==> config.mk <==
export PLATFORM = sky130hd
export DESIGN_NAME = mult_share_arbiter_tainttrack
export DESIGN_NICKNAME = d
export VERILOG_FILES = /design/src/rtl/mult_share_arbiter_tainttrack.sv
export SDC_FILE = /design/constraint.sdc
export NUM_CORES = 1
export LEC_CHECK = 0
export CAP_MARGIN = 20
export CORE_MARGIN = 2
export CORE_UTILIZATION = 41
export CTS_BUF_LIST = sky130_fd_sc_hd__clkbuf_2
export DETAILED_ROUTE_END_ITERATION = 12
export PLACE_DENSITY_LB_ADDON = 0.2
export SYNTH_ARGS = -nofsm -noshare
export SYNTH_HDL_FRONTEND = slang
export SYNTH_SLANG_ARGS = --single-unit
==> constraint.sdc <==
create_clock -name clk -period 2.2 [get_ports clk]
set_input_delay 0.44 -clock clk [delete_from_list [all_inputs] [get_ports clk]]
set_output_delay 0.44 -clock clk [all_outputs]
set_load 0.05 [all_outputs]
==> src/rtl/mult_share_arbiter_tainttrack.sv <==
// Round-robin arbiter that shares one constant-time, taint-tracked sequential
// multiplier between two requesters. It latches the winner's operands, pulses
// the multiplier start and waits for the product. The product and its taint
// go back to the winner. Every multiplication must take exactly MUL_LAT
// cycles; any other duration, or a watchdog timeout, sets a sticky lat_err.
module mult_share_arbiter_tainttrack #(
    parameter int WIDTH   = 8,
    parameter int MUL_LAT = WIDTH + 2,
    parameter int TMO     = 2 * MUL_LAT
) (
    input  logic                 clk,
    input  logic                 rst,
    input  logic                 req0,
    input  logic                 req1,
    input  logic                 req0_t,
    input  logic                 req1_t,
    input  logic [WIDTH-1:0]     a0,
    input  logic [WIDTH-1:0]     b0,
    input  logic [WIDTH-1:0]     a1,
    input  logic [WIDTH-1:0]     b1,
    input  logic [WIDTH-1:0]     a0_t,
    input  logic [WIDTH-1:0]     b0_t,
    input  logic [WIDTH-1:0]     a1_t,
    input  logic [WIDTH-1:0]     b1_t,
    output logic                 done0,
    output logic                 done1,
    output logic                 done0_t,
    output logic                 done1_t,
    output logic [2*WIDTH-1:0]   res,
    output logic [2*WIDTH-1:0]   res_t,
    output logic                 busy,
    output logic                 lat_err,
    output logic                 mul_start,
    output logic                 mul_start_t,
    output logic [WIDTH-1:0]     mul_a,
    output logic [WIDTH-1:0]     mul_b,
    output logic [WIDTH-1:0]     mul_a_t,
    output logic [WIDTH-1:0]     mul_b_t,
    input  logic [2*WIDTH-1:0]   mul_product,
    input  logic [2*WIDTH-1:0]   mul_product_t,
    input  logic                 mul_done,
    input  logic                 mul_done_t
);
    localparam int CNT_W = $clog2(TMO + 1);
    localparam logic [CNT_W-1:0] LAT_C = CNT_W'(MUL_LAT);
    localparam logic [CNT_W-1:0] TMO_C = CNT_W'(TMO);

    typedef enum logic [1:0] {S_IDLE, S_LAUNCH, S_WAIT, S_DELIVER} state_t;

    state_t             state_q, state_d;
    logic               last_q, last_d;
    logic               gnt_q, gnt_d;
    logic               gnt_t_q, gnt_t_d;
    logic [CNT_W-1:0]   cnt_q, cnt_d;
    logic               done0_q, done0_d, done1_q, done1_d;
    logic               done0_t_q, done0_t_d, done1_t_q, done1_t_d;
    logic [2*WIDTH-1:0] res_q, res_d, res_t_q, res_t_d;
    logic               busy_q, busy_d;
    logic               lat_err_q, lat_err_d;
    logic               mul_start_q, mul_start_d, mul_start_t_q, mul_start_t_d;
    logic [WIDTH-1:0]   mul_a_q, mul_a_d, mul_b_q, mul_b_d;
    logic [WIDTH-1:0]   mul_a_t_q, mul_a_t_d, mul_b_t_q, mul_b_t_d;
    logic               win;
    logic               fin_t;

    // Next-state and next-output logic for the arbitration/launch/wait/deliver FSM
    always_comb begin
        state_d       = state_q;
        last_d        = last_q;
        gnt_d         = gnt_q;
        gnt_t_d       = gnt_t_q;
        cnt_d         = cnt_q;
        done0_d       = 1'b0;
        done1_d       = 1'b0;
        done0_t_d     = 1'b0;
        done1_t_d     = 1'b0;
        res_d         = res_q;
        res_t_d       = res_t_q;
        busy_d        = busy_q;
        lat_err_d     = lat_err_q;
        mul_start_d   = 1'b0;
        mul_start_t_d = 1'b0;
        mul_a_d       = mul_a_q;
        mul_b_d       = mul_b_q;
        mul_a_t_d     = mul_a_t_q;
        mul_b_t_d     = mul_b_t_q;
        win           = 1'b0;
        fin_t         = gnt_t_q | mul_done_t;

        case (state_q)
            S_IDLE: begin
                if (req0 || req1) begin
                    // With both requesting, the one not served last wins
                    win       = (req0 && req1) ? ~last_q : req1;
                    gnt_d     = win;
                    gnt_t_d   = (req0 && req1) ? (req0_t | req1_t)
                                               : (win ? req1_t : req0_t);
                    mul_a_d   = win ? a1   : a0;
                    mul_b_d   = win ? b1   : b0;
                    mul_a_t_d = win ? a1_t : a0_t;
                    mul_b_t_d = win ? b1_t : b0_t;
                    mul_start_d   = 1'b1;
                    mul_start_t_d = gnt_t_d;
                    busy_d    = 1'b1;
                    state_d   = S_LAUNCH;
                end
            end
            S_LAUNCH: begin
                cnt_d   = CNT_W'(1);
                state_d = S_WAIT;
            end
            S_WAIT: begin
                if (mul_done) begin
                    res_d   = mul_product;
                    res_t_d = mul_product_t | {2*WIDTH{fin_t}};
                    if (cnt_q != LAT_C) begin
                        lat_err_d = 1'b1;
                    end
                    done0_d   = ~gnt_q;
                    done1_d   = gnt_q;
                    done0_t_d = ~gnt_q & fin_t;
                    done1_t_d = gnt_q & fin_t;
                    state_d   = S_DELIVER;
                end else if (cnt_q == TMO_C) begin
                    // Watchdog: the multiplier never answered, return a fully tainted zero
                    lat_err_d = 1'b1;
                    res_d     = '0;
                    res_t_d   = '1;
                    done0_d   = ~gnt_q;
                    done1_d   = gnt_q;
                    done0_t_d = ~gnt_q & fin_t;
                    done1_t_d = gnt_q & fin_t;
                    state_d   = S_DELIVER;
                end else begin
                    cnt_d = cnt_q + CNT_W'(1);
                end
            end
            S_DELIVER: begin
                last_d  = gnt_q;
                busy_d  = 1'b0;
                state_d = S_IDLE;
            end
            default: begin
                state_d = S_IDLE;
            end
        endcase
    end

    // State and registered outputs; asynchronous active-low reset clears everything
    always_ff @(posedge clk or negedge rst) begin
        if (!rst) begin
            state_q       <= S_IDLE;
            last_q        <= 1'b1;
            gnt_q         <= 1'b0;
            gnt_t_q       <= 1'b0;
            cnt_q         <= '0;
            done0_q       <= 1'b0;
            done1_q       <= 1'b0;
            done0_t_q     <= 1'b0;
            done1_t_q     <= 1'b0;
            res_q         <= '0;
            res_t_q       <= '0;
            busy_q        <= 1'b0;
            lat_err_q     <= 1'b0;
            mul_start_q   <= 1'b0;
            mul_start_t_q <= 1'b0;
            mul_a_q       <= '0;
            mul_b_q       <= '0;
            mul_a_t_q     <= '0;
            mul_b_t_q     <= '0;
        end else begin
            state_q       <= state_d;
            last_q        <= last_d;
            gnt_q         <= gnt_d;
            gnt_t_q       <= gnt_t_d;
            cnt_q         <= cnt_d;
            done0_q       <= done0_d;
            done1_q       <= done1_d;
            done0_t_q     <= done0_t_d;
            done1_t_q     <= done1_t_d;
            res_q         <= res_d;
            res_t_q       <= res_t_d;
            busy_q        <= busy_d;
            lat_err_q     <= lat_err_d;
            mul_start_q   <= mul_start_d;
            mul_start_t_q <= mul_start_t_d;
            mul_a_q       <= mul_a_d;
            mul_b_q       <= mul_b_d;
            mul_a_t_q     <= mul_a_t_d;
            mul_b_t_q     <= mul_b_t_d;
        end
    end

    assign done0       = done0_q;
    assign done1       = done1_q;
    assign done0_t     = done0_t_q;
    assign done1_t     = done1_t_q;
    assign res         = res_q;
    assign res_t       = res_t_q;
    assign busy        = busy_q;
    assign lat_err     = lat_err_q;
    assign mul_start   = mul_start_q;
    assign mul_start_t = mul_start_t_q;
    assign mul_a       = mul_a_q;
    assign mul_b       = mul_b_q;
    assign mul_a_t     = mul_a_t_q;
    assign mul_b_t     = mul_b_t_q;

endmodule
# After elaboration in Yosys (flattened, before gate mapping)
# Cells that the tools add are included.
totals:
  output_inout_bits: 72
  reg_bits: 82
  inputBits: 104
classes:
  n_bitwise: 7
  mux: 39
  n_reduce_logical: 12
  n_addsub: 1
  eq_ne: 10
ops:
  columns: ["cell", "count"]
  rows:
  - ["2-to-1 mux 16 bit", 4]
  - ["2-to-1 mux 8 bit", 4]
  - ["2-to-1 mux 1 bit", 23]
  - ["bitwise OR 16 bit", 1]
  - ["2-to-1 mux 5 bit", 2]
  - ["case mux 5 bit (2 select lines)", 1]
  - ["case mux 2 bit (4 select lines)", 1]
  - ["AND reduction 2 bit", 4]
  - ["2-to-1 mux 2 bit", 3]
  - ["inequality test 2 bit (second input constant)", 3]
  - ["AND reduction 3 bit", 2]
  - ["nonzero test 2 bit", 3]
  - ["adder 5 x 1 -> 5 bit (second input constant)", 1]
  - ["== test 5 bit (second input constant)", 1]
  - ["inequality test 5 x 4 -> 1 bit (second input constant)", 1]
  - ["== test 2 bit (second input constant)", 2]
  - ["inequality test 3 bit (second input constant)", 1]
  - ["bitwise AND 1 bit", 2]
  - ["== test 2 x 1 -> 1 bit (second input constant)", 1]
  - ["zero test 2 bit", 1]
  - ["inequality test 2 x 1 -> 1 bit (second input constant)", 1]
  - ["NOT 1 bit", 2]
  - ["bitwise OR 1 bit", 2]
  - ["case mux 1 bit (2 select lines)", 1]
  - ["2 further kinds", 2]

# Logic depth before layout (Yosys ltp)
logic_depth:
  ltp_word: 6
  mapped_depth: 7

# Worst setup path after synthesis
# OpenSTA, ideal clock, no wires.
synth_path:
  path_kind: "reg-to-reg"
  from: "register state_q[0]"
  to: "register res_t_q[10] (netlist: res_t[10])"
  n_path_buf: 2
  synth_period_minus_slack_ps: 1574
  arrival_time_ps: 1453
  setup_slack_ps: 626
  required_time_ps: 2079
  path_stages_with_launch: 8
  path_cell_list: "dfrtp_1 inv_1 ha_1 and2_1 buf_2 nand2_1 buf_2 o22a_1"
synth_between:
  elab_chain_cells: 2
synth_lines:
  columns: ["element", "line_no", "text"]
  rows:
  - ["start, declared", "50", "state_t state_q, state_d;"]
  - ["start signal, assigned", "172", "state_q <= state_d;"]
  - ["== test 2 bit", "90", "case (state_q)"]
  - ["AND reduction 2 bit (no source line)", null, null]
  - ["end signal, assigned", "182", "res_t_q <= res_t_d;"]
  - ["end, declared", "57", "logic [2*WIDTH-1:0] res_q, res_d, res_t_q, res_t_d;"]
# Every way passes these cells.
# A chain may end at the register's enable or synchronous reset.

# Final worst setup path
layout_path:
  from: "register res_t_q[5] (netlist: res_t[5])"
  to: "output res_t[5]"
layout_lines:
  columns: ["element", "line_no", "text"]
  rows:
  - ["end, declared", "30", "output logic [2*WIDTH-1:0] res_t,"]
# No word-level cell between the ends.

==> run_results.csv <==
group,metric,value,unit
outcome,outcome,"completed",
setup_path,setup.reg_to_reg.worst_slack,0.41,ns
cts,cts_sinks,82,
pwr,power.share.switching,0.490,
flow_run,cap_violations,0,
synth,synth_edf_count,0,
setup_path,crit-reg2reg-launch,"cnt_q[0]$_DFFE_PN0P_",
layout,post-route-util,0.678,
setup_path,max_stage_delay_on_crit_path,0.55,ns
pwr,cellInternalPower,4.13,mW
synth,post-synth-top-area-cell,"dfrtp_1",
min_path,timing.hold.worst.class,"in -> async",
setup_path,timing.critical_path.slowest_stage_cell,"dlygate4sd2_1",
synth,synth_async_sr_flop_share,1.00,
global_routing,number_of_global_route_vias_before_repair,2687,
sta,fin_crit_sh,0.871,
floorplanning,io-pin-count,176,
setup_path,cp_max_fo,2,
synth,post_synth_main_area_contributors,"dfrtp_1 58%, mux2i_1 9.2%, o21ai_0 4.6%, a22o_1 4.3%, o22a_1 4.3%",
global_routing,global_route_track_usage_on_met3,0.0368,
sta,time_the_worst_path_needs_with_i_o_delays_and_setup,1.92,ns
place,place.port_buffers,175,
cts,cts_setup_buffers,0,
setup_path,path_class,"reg -> out",
pwr,share_seq_of_total_power,0.310,
cts,cts_root_cell,"clkbuf_2",
place,hpwl,6.62,mm
floorplanning,initial_core_utilization,0.423,
drt,drt_iter0_markers,72,
setup_path,critPathCaptureType,"output port",
global_routing,grt_total_ovfl,0,
pwr,power.leakage,2.86,nW
layout,final_cell_area,5570,sq um
synth,dominantRegCellSynth,"dfrtp_1",
sta,rsz0062_at_grt,"no",
cts,insertion_delay,0.51,ns
floorplanning,die_h,96.0,microns
place,post_dp_cell_area,5350,sq um
drt,avg_vias_per_cell,4.86,
cts,clock_tree.buffer_depth,2,
pwr,worst_supply_voltage_drop_on_vdd,784,uV
floorplanning,placement_rows,33,
sta,final-hold-violation-count,0,
global_routing,antenna_found_initial,0,
drt,detail_route.wirelength,9.03,mm
global_routing,grt_util_met2,0.317,
setup_path,crit_family,"buffers and inverters",
sta,slew_headroom,0.573,
synth,synth_top_area_share,0.584,
synth,netlist_instances,285,
synth,syn_area,3470,sq um
cts,cts.htree.levels,3,
pwr,switchingPower,3.96,mW
cts,cts.reportedPaths.clkPinSlew,0.23,ns
floorplanning,die_w,96.0,microns
layout,nets,572,
cts,tritoncts_clock_tree,"yes",
synth,synth_sequential_area_ratio,0.591,
layout,synthToLayoutAreaGrowth,60.3,%
setup_path,critPathBufInv,1,
global_routing,grt_pass1_wl,13.4,mm
setup_path,worst_ep_required_time,1.76,ns
layout,antennaDiodeCount,0,
layout,most_frequent_cells_in_the_layout,"102 x clkdlybuf4s50_1, 81 x dfrtp_1, 43 x dlymetal6s2s_1",
floorplanning,core_area,8220,sq um
synth,postSynthNetCount,396,
setup_path,cp_cell_sequence,"dlygate4sd2_1",
sta,clock_skew,0.0282,ns
pwr,power_frac_clock,0.113,
pwr,cellPowerDensity,1450,nW/um^2
pwr,pwr-share-comb,0.577,
global_routing,grt_use_met1,0.250,
drt,detailroute.via_count,2777,
sta,max_freq,0.522,GHz
synth,netlist-cell-type-count,38,
sta,setup_viol,0,
layout,final_layout_size_suffix_gt1_frac,0.0622,
setup_path,cp-startpoint,"res_t[5]$_DFFE_PN0P_",
synth,syn-mean-instance-area,12.2,sq um
sta,finalMaxSlewViolations,0,
sta,timing.setup.tns,0,ns
setup_path,cp-start-kind,"flop",
synth,yosys_register_bits,82,
global_routing,pin_count_of_the_biggest_net_entering_global_routing,50,
layout,mostFrequentLayoutCell,"clkdlybuf4s50_1",
synth,warnings_synthesis,0,
place,globalplace.congestion,0.820,
drt,first_pass_iters,4,
drt,detail_route.wl_per_cell,15.8,microns
drt,drc_errors,0,
global_routing,global_route.peak_usage_layer,"met2",
drt,detail-route-antenna-nets,0,
floorplanning,design.die.area,9220,sq um
cts,cts_made_buffers,9,
sta,worst_pin_slew,0.641,ns
global_routing,track_usage,0.194,
setup_path,data_arrival_time_at_the_worst_slack_endpoint,1.48,ns
layout,nFillCells,631,
[what timing repair did]
item	CTS	global route
resized for setup	29	43
setup endpoints to repair	29	43
pin swaps	0	0
hold buffers	1	0
endpoints found under the hold margin	32	0
[state kept, by name (all words and copies together) (netlist names), 2 cells and up]
signal and cells:
res_t 16, res 16, mul_b_t 8, state_q 2, mul_a 8, mul_b 8, cnt_q 5, mul_a_t 8
[kinds of logic (layout without fill, tap and decap cells)]
logic type	after synthesis	in the layout	share of synthesized area
AO/OA/AOI/OAI	83	83	0.168
flip-flops	82	82	0.591
AND/OR/NAND/NOR	52	52	0.0706
multiplexers	34	34	0.0987
buffers and inverters	25	206	0.0414
adder cells (fa/ha/maj)	7	7	0.0252
XOR/XNOR	2	2	0.00504
[power by group through the flow]
stage / registers (mW) / clock network, mW / logic (mW)
after CTS: 2.53 / 0.939 / 4.74
after detailed placement: 2.58 / 0 / 4.90
final: 2.51 / 0.912 / 4.66
after floorplan: 4.57 / 0 / 1.16
after global routing: 2.59 / 1.01 / 4.94
after global placement: 2.55 / 0 / 4.83
[final timing paths]
kind	to	depth (start not counted)
max	res_t[5]	1
min	res[12]$_DFFE_PN0P_	2
max reg2reg	res_t[13]$_DFFE_PN0P_	5
min reg2reg	mul_a[6]$_DFFE_PN0P_	2
max in group asynchronous	mul_a[3]$_DFFE_PN0P_	3
min in group clk	res_t[5]$_DFFE_PN0P_	2
[Yosys cell counts, drive strengths merged, types with 3 or more instances]
cell type and number:
nand2 34, buf 13, nor2 3, clkbuf 5
dfrtp 81, a22o 17, ha 7, o22a 17
o21ai 34, inv 7, mux2i 32, a21boi 3
[through the flow]
stage          setup slack, ns  hold WS [ns]  instances  total power, mW
3_5_place_dp             0.193         0.425        554             7.48
3_3_place_gp             0.237         0.422        554             7.38
4_1_cts              0.0000835         0.339        571             8.21
2_1_floorplan            0.626         0.144        285             5.73
6_report                 0.284         0.401        571             8.08
5_1_grt                  0.185         0.364        571             8.54
[area by class of cell]
| type | count | area, sq um | area share |
|---|---|---|---|
| tap | 105 | 131 | 0.0236 |
| clock inverter | 6 | 88.8 | 0.0160 |
| multi-input combinational | 178 | 1300 | 0.233 |
| clock buffer | 10 | 50.0 | 0.00899 |
| inverter | 7 | 26.3 | 0.00472 |
| sequential | 82 | 2050 | 0.369 |
| timing repair buffer | 183 | 1920 | 0.345 |
[worst reg2reg max path, stage by stage, from the launching register on]
cell and delay (ns):
dfrtp_1 0.45, inv_1 0.12, ha_1 0.19, and4b_1 0.23
o21a_1 0.54, o22a_1 0.24
[per-layer routing]
layer / share of wire / vias up
li1: - / 1377
met1: 0.42 / 1315
met2: 0.51 / 73
met3: 0.053 / 12
met4: 0.015 / 0
met5: 0 / -
Note: power is estimated with default switching activity, not from simulation.
